[src/rtl/ps2_pkg.sv]
// Shared constants, event layout and FSM state type for the PS/2 receiver.
package ps2_pkg;

   // Prefix bytes that modify the following scan code
   localparam logic [7:0] PS2_PREFIX_EXT = 8'hE0;
   localparam logic [7:0] PS2_PREFIX_BRK = 8'hF0;

   // Event word: {ext, brk, code[7:0]}
   localparam int EV_W       = 10;
   localparam int EV_EXT_BIT = 9;
   localparam int EV_BRK_BIT = 8;

   // Scan codes commonly used by game/control consumers
   localparam logic [7:0] KEY_W     = 8'h1D;
   localparam logic [7:0] KEY_A     = 8'h1C;
   localparam logic [7:0] KEY_S     = 8'h1B;
   localparam logic [7:0] KEY_D     = 8'h23;
   localparam logic [7:0] KEY_SPACE = 8'h29;
   localparam logic [7:0] KEY_ENTER = 8'h5A;
   // Arrow keys arrive with the extended prefix
   localparam logic [7:0] KEY_UP    = 8'h75;
   localparam logic [7:0] KEY_LEFT  = 8'h6B;
   localparam logic [7:0] KEY_DOWN  = 8'h72;
   localparam logic [7:0] KEY_RIGHT = 8'h74;

   typedef enum logic [1:0] {
      ST_IDLE   = 2'd0,
      ST_DATA   = 2'd1,
      ST_PARITY = 2'd2,
      ST_STOP   = 2'd3
   } ps2_state_t;

   // Assemble an event word from the prefix flags and the code byte
   function automatic logic [EV_W-1:0] make_event(input logic ext, input logic brk,
                                                  input logic [7:0] code);
      logic [EV_W-1:0] ev;
      ev             = '0;
      ev[7:0]        = code;
      ev[EV_BRK_BIT] = brk;
      ev[EV_EXT_BIT] = ext;
      return ev;
   endfunction

   // PS/2 uses odd parity over data plus parity bit
   function automatic logic parity_ok(input logic [7:0] data, input logic par);
      return ^{data, par};
   endfunction

endpackage

[src/rtl/ps2_event_fifo.sv]
// First-word-fall-through event FIFO; the head stays on rdata while valid,
// and the last popped word is held on rdata while empty.
module ps2_event_fifo #(
   parameter int DEPTH = 8,
   parameter int W     = 10
) (
   input  logic         clk,
   input  logic         rst,
   input  logic         push,
   input  logic [W-1:0] wdata,
   output logic         full,
   input  logic         ready,
   output logic         valid,
   output logic [W-1:0] rdata
);

   localparam int AW = $clog2(DEPTH);

   logic [W-1:0]  mem [DEPTH];
   logic [AW-1:0] wr_ptr;
   logic [AW-1:0] rd_ptr;
   logic [AW:0]   count;
   logic [W-1:0]  last;
   logic          do_pop;
   logic          do_push;

   assign valid   = (count != '0);
   assign full    = (count == (AW+1)'(DEPTH));
   assign do_pop  = valid & ready;
   // A full FIFO still accepts a push when the head leaves in the same cycle
   assign do_push = push & (~full | do_pop);
   assign rdata   = valid ? mem[rd_ptr] : last;

   // Storage array; contents are only observable through count, so no reset
   always_ff @(posedge clk) begin
      if (do_push) mem[wr_ptr] <= wdata;
   end

   // Pointers, occupancy and the held copy of the last popped word
   always_ff @(posedge clk) begin
      if (rst) begin
         wr_ptr <= '0;
         rd_ptr <= '0;
         count  <= '0;
         last   <= '0;
      end else begin
         if (do_push) wr_ptr <= wr_ptr + AW'(1);
         if (do_pop) begin
            rd_ptr <= rd_ptr + AW'(1);
            last   <= mem[rd_ptr];
         end
         case ({do_push, do_pop})
            2'b10:   count <= count + (AW+1)'(1);
            2'b01:   count <= count - (AW+1)'(1);
            default: count <= count;
         endcase
      end
   end

endmodule

[src/rtl/ps2_scan_rx.sv]
// PS/2 keyboard receiver: pin conditioning, frame checking, E0/F0 prefix
// decode and buffered key events with a valid/ready handshake.
module ps2_scan_rx
   import ps2_pkg::*;
#(
   parameter int FILTER_LEN     = 4,
   parameter int TIMEOUT_CYCLES = 100000,
   parameter int FIFO_DEPTH     = 8
) (
   input  logic            clk,
   input  logic            rst,
   input  logic            ps2_clk,
   input  logic            ps2_data,
   output logic            ev_valid,
   output logic [EV_W-1:0] ev_data,
   input  logic            ev_ready,
   output logic            parity_err,
   output logic            frame_err,
   output logic            timeout_err,
   output logic            overflow,
   output logic [7:0]      err_cnt
);

   localparam int FW = 4;
   localparam int TW = $clog2(TIMEOUT_CYCLES + 1);

   logic            clk_s1, clk_s2, dat_s1, dat_s2;
   logic [FW-1:0]   flt_cnt;
   logic            flt_clk, flt_clk_d;
   logic            fe;
   ps2_state_t      state, state_nxt;
   logic [2:0]      bit_cnt;
   logic [7:0]      shreg;
   logic            par_bit;
   logic [TW-1:0]   to_cnt;
   logic            tmo;
   logic            good_nxt, perr_nxt, ferr_nxt;
   logic            good_q;
   logic [7:0]      byte_q;
   logic            ext, brk;
   logic            push_q;
   logic [EV_W-1:0] ev_q;
   logic            fifo_full;
   logic            any_err;

   // Two-flop synchronisers; idle level of both pins is high
   always_ff @(posedge clk) begin
      if (rst) begin
         clk_s1 <= 1'b1;
         clk_s2 <= 1'b1;
         dat_s1 <= 1'b1;
         dat_s2 <= 1'b1;
      end else begin
         clk_s1 <= ps2_clk;
         clk_s2 <= clk_s1;
         dat_s1 <= ps2_data;
         dat_s2 <= dat_s1;
      end
   end

   // Clock glitch filter: flip only after FILTER_LEN consecutive differing samples
   always_ff @(posedge clk) begin
      if (rst) begin
         flt_clk   <= 1'b1;
         flt_clk_d <= 1'b1;
         flt_cnt   <= '0;
      end else begin
         flt_clk_d <= flt_clk;
         if (clk_s2 == flt_clk) begin
            flt_cnt <= '0;
         end else if (flt_cnt == FW'(FILTER_LEN - 1)) begin
            flt_clk <= clk_s2;
            flt_cnt <= '0;
         end else begin
            flt_cnt <= flt_cnt + FW'(1);
         end
      end
   end

   assign fe  = flt_clk_d & ~flt_clk;
   // Abort when a mid-frame bit has waited TIMEOUT_CYCLES cycles for its edge
   assign tmo = (state != ST_IDLE) && !fe && (to_cnt == TW'(TIMEOUT_CYCLES - 1));

   // Frame FSM next state and frame verdicts
   always_comb begin
      state_nxt = state;
      good_nxt  = 1'b0;
      perr_nxt  = 1'b0;
      ferr_nxt  = 1'b0;
      if (tmo) begin
         state_nxt = ST_IDLE;
      end else if (fe) begin
         case (state)
            ST_IDLE: begin
               if (dat_s2) ferr_nxt  = 1'b1;
               else        state_nxt = ST_DATA;
            end
            ST_DATA: begin
               if (bit_cnt == 3'd7) state_nxt = ST_PARITY;
            end
            ST_PARITY: state_nxt = ST_STOP;
            ST_STOP: begin
               state_nxt = ST_IDLE;
               if (!dat_s2)                      ferr_nxt = 1'b1;
               else if (!parity_ok(shreg, par_bit)) perr_nxt = 1'b1;
               else                              good_nxt = 1'b1;
            end
            default: state_nxt = ST_IDLE;
         endcase
      end
   end

   // FSM state, bit shifter and inter-edge timeout counter
   always_ff @(posedge clk) begin
      if (rst) begin
         state   <= ST_IDLE;
         bit_cnt <= '0;
         shreg   <= '0;
         par_bit <= 1'b0;
         to_cnt  <= '0;
      end else begin
         state <= state_nxt;
         if (state == ST_IDLE || fe || tmo) to_cnt <= '0;
         else                               to_cnt <= to_cnt + TW'(1);
         if (tmo) begin
            shreg   <= '0;
            bit_cnt <= '0;
         end else if (fe) begin
            case (state)
               ST_IDLE: bit_cnt <= '0;
               ST_DATA: begin
                  shreg   <= {dat_s2, shreg[7:1]};
                  bit_cnt <= bit_cnt + 3'd1;
               end
               ST_PARITY: par_bit <= dat_s2;
               default: ;
            endcase
         end
      end
   end

   // Register error pulses and the completed byte
   always_ff @(posedge clk) begin
      if (rst) begin
         parity_err  <= 1'b0;
         frame_err   <= 1'b0;
         timeout_err <= 1'b0;
         good_q      <= 1'b0;
         byte_q      <= '0;
      end else begin
         parity_err  <= perr_nxt;
         frame_err   <= ferr_nxt;
         timeout_err <= tmo;
         good_q      <= good_nxt;
         if (good_nxt) byte_q <= shreg;
      end
   end

   assign any_err = parity_err | frame_err | timeout_err;

   // Prefix decode: E0/F0 arm flags, any other byte becomes an event
   always_ff @(posedge clk) begin
      if (rst) begin
         ext    <= 1'b0;
         brk    <= 1'b0;
         push_q <= 1'b0;
         ev_q   <= '0;
      end else begin
         push_q <= 1'b0;
         if (any_err) begin
            ext <= 1'b0;
            brk <= 1'b0;
         end else if (good_q) begin
            if (byte_q == PS2_PREFIX_EXT) begin
               ext <= 1'b1;
            end else if (byte_q == PS2_PREFIX_BRK) begin
               brk <= 1'b1;
            end else begin
               push_q <= 1'b1;
               ev_q   <= make_event(ext, brk, byte_q);
               ext    <= 1'b0;
               brk    <= 1'b0;
            end
         end
      end
   end

   // Saturating error counter and sticky overflow flag
   always_ff @(posedge clk) begin
      if (rst) begin
         err_cnt  <= '0;
         overflow <= 1'b0;
      end else begin
         if (any_err && err_cnt != 8'hFF) err_cnt <= err_cnt + 8'd1;
         if (push_q && fifo_full && !(ev_valid && ev_ready)) overflow <= 1'b1;
      end
   end

   ps2_event_fifo #(
      .DEPTH (FIFO_DEPTH),
      .W     (EV_W)
   ) u_fifo (
      .clk   (clk),
      .rst   (rst),
      .push  (push_q),
      .wdata (ev_q),
      .full  (fifo_full),
      .ready (ev_ready),
      .valid (ev_valid),
      .rdata (ev_data)
   );

endmodule

[config.mk]
export PLATFORM = sky130hd
export DESIGN_NAME = ps2_scan_rx
export DESIGN_NICKNAME = d
export VERILOG_FILES = /design/src/rtl/ps2_pkg.sv /design/src/rtl/ps2_event_fifo.sv /design/src/rtl/ps2_scan_rx.sv
export SDC_FILE = /design/constraint.sdc
export NUM_CORES = 1
export LEC_CHECK = 0
export CORE_ASPECT_RATIO = 1.1
export CORE_UTILIZATION = 40
export DETAILED_ROUTE_END_ITERATION = 8
export SYNTH_ARGS = -nofsm -noshare
export SYNTH_HDL_FRONTEND = slang
export SYNTH_SLANG_ARGS = --single-unit
[constraint.sdc]
create_clock -name clk -period 5.2 [get_ports clk]
set_input_delay 1.56 -clock clk [delete_from_list [all_inputs] [get_ports clk]]
set_output_delay 1.56 -clock clk [all_outputs]
set_load 0.1 [all_outputs]
==> results of run 1 <==
-- critical path: stages (launching register included) --
cell and delay (ps):
dfxtp_1 380, or4_1 900, clkdlybuf4s50_1 1090
-- kinds of logic (layout without fill, tap and decap cells) --
kind of cell | count (synthesis) | in the layout | share of synthesized area, %
simple gates | 196 | 196 | 13.0
xor+xnor | 38 | 38 | 4.90
flops | 178 | 178 | 61.5
buf+inv | 43 | 81 | 2.47
fa+ha+maj | 14 | 14 | 2.47
compound gates | 71 | 71 | 5.80
mux | 45 | 45 | 9.87
-- report_power, final --
| part | internal (uW) | leakage, uW | switching (uW) |
|---|---|---|---|
| logic | 6.51 | 0.000927 | 11.9 |
| clock network | 745 | 0.000283 | 482 |
| registers | 1450 | 0.00153 | 1.68 |
-- metrics by stage --
stage / cells / power [uW] / cell area [um2]
6_report: 857 / 2700 / 8130
5_1_grt: 857 / 2790 / 8130
4_1_cts: 857 / 2730 / 8130
3_5_place_dp: 826 / 1500 / 7560
3_3_place_gp: 826 / 1500 / 7560
2_1_floorplan: 585 / 1500 / 7100
-- cell usage in the layout, fill, tap and decap left out, drive strengths merged, types with 2 or more instances in the layout --
cell type	Yosys	layout
dfxtp	98	98
nand2b	5	5
buf	5	16
mux4	20	20
a211oi	11	11
nor2	86	86
nor3b	4	4
clkdlybuf4s50	0	16
or4	3	3
and2	2	2
edfxtp	80	80
or3	11	11
a22oi	2	2
clkbuf	20	25
xnor2	22	22
nor4	3	3
o21ai	13	13
nand3	15	15
a21oi	37	37
inv	18	18
ha	14	14
bufinv	0	2
nor4b	2	2
and3	2	2
clkinv	0	4
xor2	15	15
mux2i	25	25
nor3	11	11
nand3b	3	3
or2	5	5
a211o	2	2
nand2	35	35
a41oi	2	2
nor2b	2	2
nand4	4	4
-- per-layer routing --
layer | track usage, % | vias up | wire, um
met3 | 4.07 | 8 | 311
li1 | - | 2135 | -
met2 | 24.4 | 51 | 6010
met4 | 4.83 | 0 | 101
met1 | 18.4 | 2053 | 5500
met5 | 0 | - | 0
-- layout make-up --
cell class | count | share of cell area, %
flip-flops and latches | 178 | 53.7
repair buffers | 32 | 3.42
well taps | 234 | 3.60
inverters | 18 | 0.831
multi-input cells | 364 | 31.5
clock inverters | 6 | 0.985
clock buffers | 25 | 6.00
-- sequential cells by signal (all words and copies together) (netlist names), 4 cells and up, named ones only --
signal,count
u_fifo.last,10
u_fifo.count,4
to_cnt,17
byte_q,8
u_fifo.mem,80
ev_q,10
flt_cnt,4
err_cnt,8
shreg,8
-- how the worst min path moves through the flow --
| stage | endpoint | cells past startpoint | startpoint |
|---|---|---|---|
| floorplan | clk_s2$_SDFF_PP1_ | 1 | clk_s1$_SDFF_PP1_ |
| finish | dat_s2$_SDFF_PP1_ | 1 | dat_s1$_SDFF_PP1_ |
| CTS | dat_s2$_SDFF_PP1_ | 1 | dat_s1$_SDFF_PP1_ |
| global placement | clk_s2$_SDFF_PP1_ | 1 | clk_s1$_SDFF_PP1_ |
| global route | dat_s2$_SDFF_PP1_ | 1 | dat_s1$_SDFF_PP1_ |
| detailed placement | dat_s2$_SDFF_PP1_ | 1 | dat_s1$_SDFF_PP1_ |
==> metrics.md, run 1 <==
| Metric | Value |
|---|---|
| Worst slew pin tran | `roughly 970 ps` |
| Start of the worst register-to-register path | `u_fifo.count[1]$_SDFFE_PP0P_` |
| Final hold violations | `0` |
| Core area | `17,200 um2` |
| Worst EP arrival | `~2800 ps` |
| Final min period | `about 4400 ps` |
| Setup ws final | `843 ps` |
| PortBufs | `27` |
| Clock skew | `between 8 and 9 ps` |
| DR vias | `around 4,200` |
| Synth Register Bits | `178` |
| Net Count, Synth | `a little over 600` |
| CTS tree | `yes` |
| Post-synthesis cell count | `between 500 and 600` |
| Fin. max-slew vios | `0` |
| Cts hold-fix bufs | `0` |
| Fin nets | `630` |
| Top Ports | `28` |
| Seq/Total Area, Yosys | `a little over 60%` |
| Ant. Diodes | `0` |
| Die width | `roughly 130 um` |
| First-pass GRT wire length | `20.6 mm` |
| Ratio of cells with drive above 1 in the final layout | `around an eighth` |
| Seq. cell area | `4360 um2` |
| Largest area contributor in the netlist | `edfxtp_1` |
| Initial Utilization | `41.3%` |
| Max VDD drop | `about 250 uV` |
| Top cell type's share of synthesized area | `between 30% and 40%` |
| Total CTS buffers | `17` |
| Period utilization | `a little over four fifths` |
| Top cells by area, synth | `edfxtp_1, dfxtp_1, mux4_2` |
| Drt pass-1 iters | `4` |
| Die ar. | `~18,000 um2` |
| Power per cell area | `~330 nW/um2` |
| GRT Residual Overflow | `0` |
| WHS | `between 400 and 500 ps` |
| Max cap viols | `0` |
| Avg Cell Area, Syn | `approximately 12 um2` |
| Number of global-route vias before repair | `4,228` |
| Die Y | `142 um` |
| Worst slew margin | `34.9%` |
| Largest net degree at the start of global routing | `64` |
| Setup Fix Bufs, Post-CTS | `0` |
| Beginning of the critical path | `u_fifo.count[1]$_SDFFE_PP0P_` |
| Reg2Reg Setup Slack | `a little under 2000 ps` |
| Gr usage total | `~15%` |
| Critical path required time | `roughly 3600 ps` |
| Vias per cell | `between 4 and 5` |
| Critical path fanouts, max | `22` |
| FMAX | `about 230 MHz` |
| Fillers | `roughly 1,500` |
| H-tree Lvls | `4` |
| RSZ-0062 raised after global routing | `no` |
| Drt wl/cell | `13.9 um` |
| Critical path class | `reg -> out` |
| Final ANT Viol Nets | `0` |
| Setup tns final | `0 ps` |
| Post-CTS Resized | `0` |
| Leakage power | `around 0.0027 uW` |
| Post-synth EDFFs | `80` |
| Multi-input gate area | `between 2000 and 3000 um2` |
| FFs w/ async S/R, synth | `0%` |
| Clock Latency Late Sink | `420 ps` |
| Startpoint types | `flip-flop` |
| Core Rows | `50` |
| DP Worst Slack | `roughly 1100 ps` |
| Mapped Area | `approximately 7100 um2` |
| Ys Warns | `0` |
| Post-detail-place hpwl | `approximately 8.1 mm` |
| DRC viols | `0` |
| R2r worst-path depth | `10` |
| DR iter-0 viols | `295` |
| Final Wtd Congestion | `approximately 0.75` |
| Initial antenna violation count | `0` |
| Util after Layout | `a little under half` |
| Status | `finished, final reports clean` |
| Setup Viol. Count Final | `0` |
| Top-count cell post-synth | `dfxtp_1` |
| Clk sink count | `roughly 180` |
| Unique cell type count in the Yosys netlist | `44` |
| Worst Setup End Kind | `output port` |
| Hold Path Class | `reg -> reg` |
| Synthesis-to-finish area growth | `14.5%` |
| Worst R2R End | `u_fifo.count[2]$_SDFFE_PP0P_` |
| Drt total wl | `about 12 mm` |
| CTS root buf | `clkbuf_16` |
| Maximum root-to-sink buffer count | `2` |
| Clock-pin slew of the registers on the worst-case setup and hold paths | `around 60 ps` |
| Post-synth top flop | `dfxtp_1` |
| Crit path to | `ev_valid` |
| Synth top cells by count | `dfxtp_1, nor2_1, edfxtp_1` |
Power figures use the tool's default switching activity.
==> run 2, diff against run 1 <==
- clock period: 5.2 -> 4.5 ns (I/O delays scaled with it)
==> metrics.md, run 2 (synthesis gave the netlist of run 1 again) <==
| Metric | Value |
|---|---|
| WHS | `412 ps (was 406 ps)` |
| Die Y | `142 um (unchanged)` |
| Final hold violations | `0 (unchanged)` |
| Leakage power | `0.00277 uW (was 0.00274 uW)` |
| Final Non-Filler Cells | `860 (was 857)` |
| Finished Cell Area | `8190 um2 (was 8130 um2)` |
| Ratio of cells with drive above 1 in the final layout | `12.8% (was 11.7%)` |
| Initial antenna violation count | `0 (unchanged)` |
| Setup Viol. Count Final | `0 (unchanged)` |
| Startpoint types | `flip-flop (unchanged)` |
| Drt total wl | `12.1 mm (was 11.9 mm)` |
| Status | `finished, final reports clean (unchanged)` |
| Clock skew | `8.32 ps (was 8.17 ps)` |
| Fin. max-slew vios | `0 (unchanged)` |
| HP Start | `dat_s1$_SDFF_PP1_ (unchanged)` |
| Max cap viols | `0 (unchanged)` |
| Top Registers | `u_fifo.mem x80, to_cnt x17 (unchanged)` |
| DR vias | `4,269 (was 4,247)` |
| GRT Residual Overflow | `0 (unchanged)` |
| Post-Place Cell Area | `7570 um2 (was 7560 um2)` |
| Most frequent cells in the layout | `dfxtp_1, nor2_1, edfxtp_1, a21oi_1, nand2_1 (unchanged)` |
| CP peak stage delay | `970 ps (was 1090 ps)` |
| DRC viols | `0 (unchanged)` |
| Post-CTS Resized | `0 (unchanged)` |
| Maximum root-to-sink buffer count | `2 (unchanged)` |
| Critical path, cell by cell | `mux4_2, mux2i_1, a21oi_1, buf_4 (was or4_1, clkdlybuf4s50_1)` |
| Seq. cell area | `4360 um2 (unchanged)` |
| Start of the worst register-to-register path | `u_fifo.count[1]$_SDFFE_PP0P_ (unchanged)` |
| Initial Utilization | `41.3% (unchanged)` |
| First-pass GRT wire length | `20.6 mm (about the same)` |
| Worst Setup End Kind | `output port (unchanged)` |
| Top Family by Delay on Critical Path | `flip-flops (was buffers and inverters)` |
| Total CTS buffers | `17 (unchanged)` |
| Crit-path slowest cell | `dfxtp_1 (was clkdlybuf4s50_1)` |
| Ant. Diodes | `0 (unchanged)` |
| Max VDD drop | `261 uV (was 249 uV)` |
| Final min period | `between 3000 and 4000 ps` |
| RSZ-0062 raised after global routing | `no (unchanged)` |
| Clock Latency Late Sink | `430 ps (was 420 ps)` |
| Critical path required time | `3150 ps (was 3640 ps)` |
| Worst EP arrival | `2420 ps (was 2800 ps)` |
| Core area | `17,200 um2 (unchanged)` |
| CP Buf/Inv Count | `1 (unchanged)` |
| Most common cell after layout, fill and taps aside | `dfxtp_1 (unchanged)` |
| Largest net degree at the start of global routing | `59 (was 64)` |
| Cts hold-fix bufs | `0 (unchanged)` |
| Hold Path Class | `reg -> reg (unchanged)` |
| Max FFs per register | `80 (unchanged)` |
| Period utilization | `a little over four fifths` |
| Fin nets | `632 (was 630)` |
| FMAX | `265 MHz` |
| Util after Layout | `47.6% (was 47.2%)` |
| Synthesis-to-finish area growth | `15.4% (was 14.5%)` |
| Multi-input gate area | `2560 um2 (unchanged)` |
| Placed cells | `828 (was 826)` |
| Setup Fix Bufs, Post-CTS | `0 (unchanged)` |
| Worst Hold Endpoint | `dat_s2$_SDFF_PP1_ (unchanged)` |
| Drt wl/cell | `14.0 um (was 13.9 um)` |
| H-tree Lvls | `4 (unchanged)` |
| Hold Crit Depth | `1 (unchanged)` |
| Top Ports | `28 (unchanged)` |
| Worst R2R End | `u_fifo.count[2]$_SDFFE_PP0P_ (unchanged)` |
| Vias per cell | `4.96 (about the same)` |
| Register with the most flip-flops | `u_fifo.mem (unchanged)` |
| Die width | `129 um (unchanged)` |
| Worst slew margin | `34.2% (was 34.9%)` |
| Gr usage total | `14.7% (about the same)` |
| Final ANT Viol Nets | `0 (unchanged)` |
| Die ar. | `18,300 um2 (unchanged)` |
| CTS root buf | `clkbuf_16 (unchanged)` |
| R2r worst-path depth | `10 (unchanged)` |
| Critical path class | `reg -> out (unchanged)` |
| PortBufs | `27 (unchanged)` |
| Reg2Reg Setup Slack | `1360 ps (was 1990 ps)` |
| Critical path fanouts, max | `20 (was 22)` |
| Clock-pin slew of the registers on the worst-case setup and hold paths | `60 ps (about the same)` |
| Clk sink count | `178 (unchanged)` |
| Drt pass-1 iters | `6 (was 4)` |
| DR iter-0 viols | `284 (was 295)` |
| Power per cell area | `394 nW/um2 (was 332 nW/um2)` |
| Worst slew pin tran | `986 ps (was 973 ps)` |
| Fillers | `1,562 (was 1,510)` |
| Final Wtd Congestion | `0.751 (was 0.753)` |
| CTS tree | `yes (unchanged)` |
| Post-detail-place hpwl | `8.13 mm (was 8.11 mm)` |
| Number of global-route vias before repair | `4,158 (was 4,228)` |
| Core Rows | `50 (unchanged)` |
## run 2: cell count changes in the layout (fill, tap and decap cells not counted), moves of 2 or more
cell	change
buf_4	+3
bufinv_16	+2
clkbuf_1	-3
clkinv_4	+3
clkinvlp_4	+2
## run 2: how the worst max path moves through the flow
| stage | start | end | slack [ps] | cells past startpoint |
|---|---|---|---|---|
| after global placement | ev_ready | u_fifo.count[2]$_SDFFE_PP0P_ | 750 | 11 |
| after CTS | flip-flop | ev_data[8] | 670 | 4 |
| after floorplan | u_fifo.count[1]$_SDFFE_PP0P_ | ev_data[0] | -70 | 3 |
| final | flip-flop | ev_data[4] | 730 | 4 |
| after global routing | flip-flop | ev_data[8] | 540 | 4 |
| after detailed placement | ev_ready | u_fifo.count[2]$_SDFFE_PP0P_ | 700 | 11 |
## run 2: report_power, final
| group | switching [uW] | total (uW) | internal [uW] | leakage (uW) |
|---|---|---|---|---|
| logic | 13.9 | 21.4 | 7.54 | 0.000940 |
| registers | 2.05 | 1680 | 1680 | 0.00153 |
| clock network | 597 | 1530 | 930 | 0.000297 |
## run 2: worst register-to-register path, delay by kind of cell, from the launching register on
kind                     cells  cell delay [ps]
AND/OR/NAND/NOR              3             1480
adder cells (fa/ha/maj)      2              460
AO/OA/AOI/OAI                2              290
XOR/XNOR                     2              260
flip-flops                   1              370
buffers and inverters        1              210
## run 2: through the flow
step | setup WS [ps] | power (uW) | TNS (ps)
2_1_floorplan | -72.1 | 1730 | -649
3_3_place_gp | 749 | 1740 | 0
3_5_place_dp | 699 | 1740 | 0
4_1_cts | 673 | 3270 | 0
5_1_grt | 540 | 3330 | 0
6_report | 728 | 3230 | 0
## run 2: cell type report
class	count	share of cell area, %
Inverter	18	0.825
Tap cell	234	3.57
Timing Repair Buffer	34	3.54
Clock inverter	13	2.26
Multi-Input combinational cell	364	31.2
Sequential cell	178	53.3
Clock buffer	19	5.29
## run 2: metal layers
layer | up-vias | track usage [%] | part of all wire, %
li1 | 2142 | - | -
met1 | 2055 | 18.9 | 48
met2 | 54 | 23.8 | 48
met3 | 18 | 3.28 | 2.2
met4 | 0 | 6.69 | 1.8
met5 | - | 0 | 0
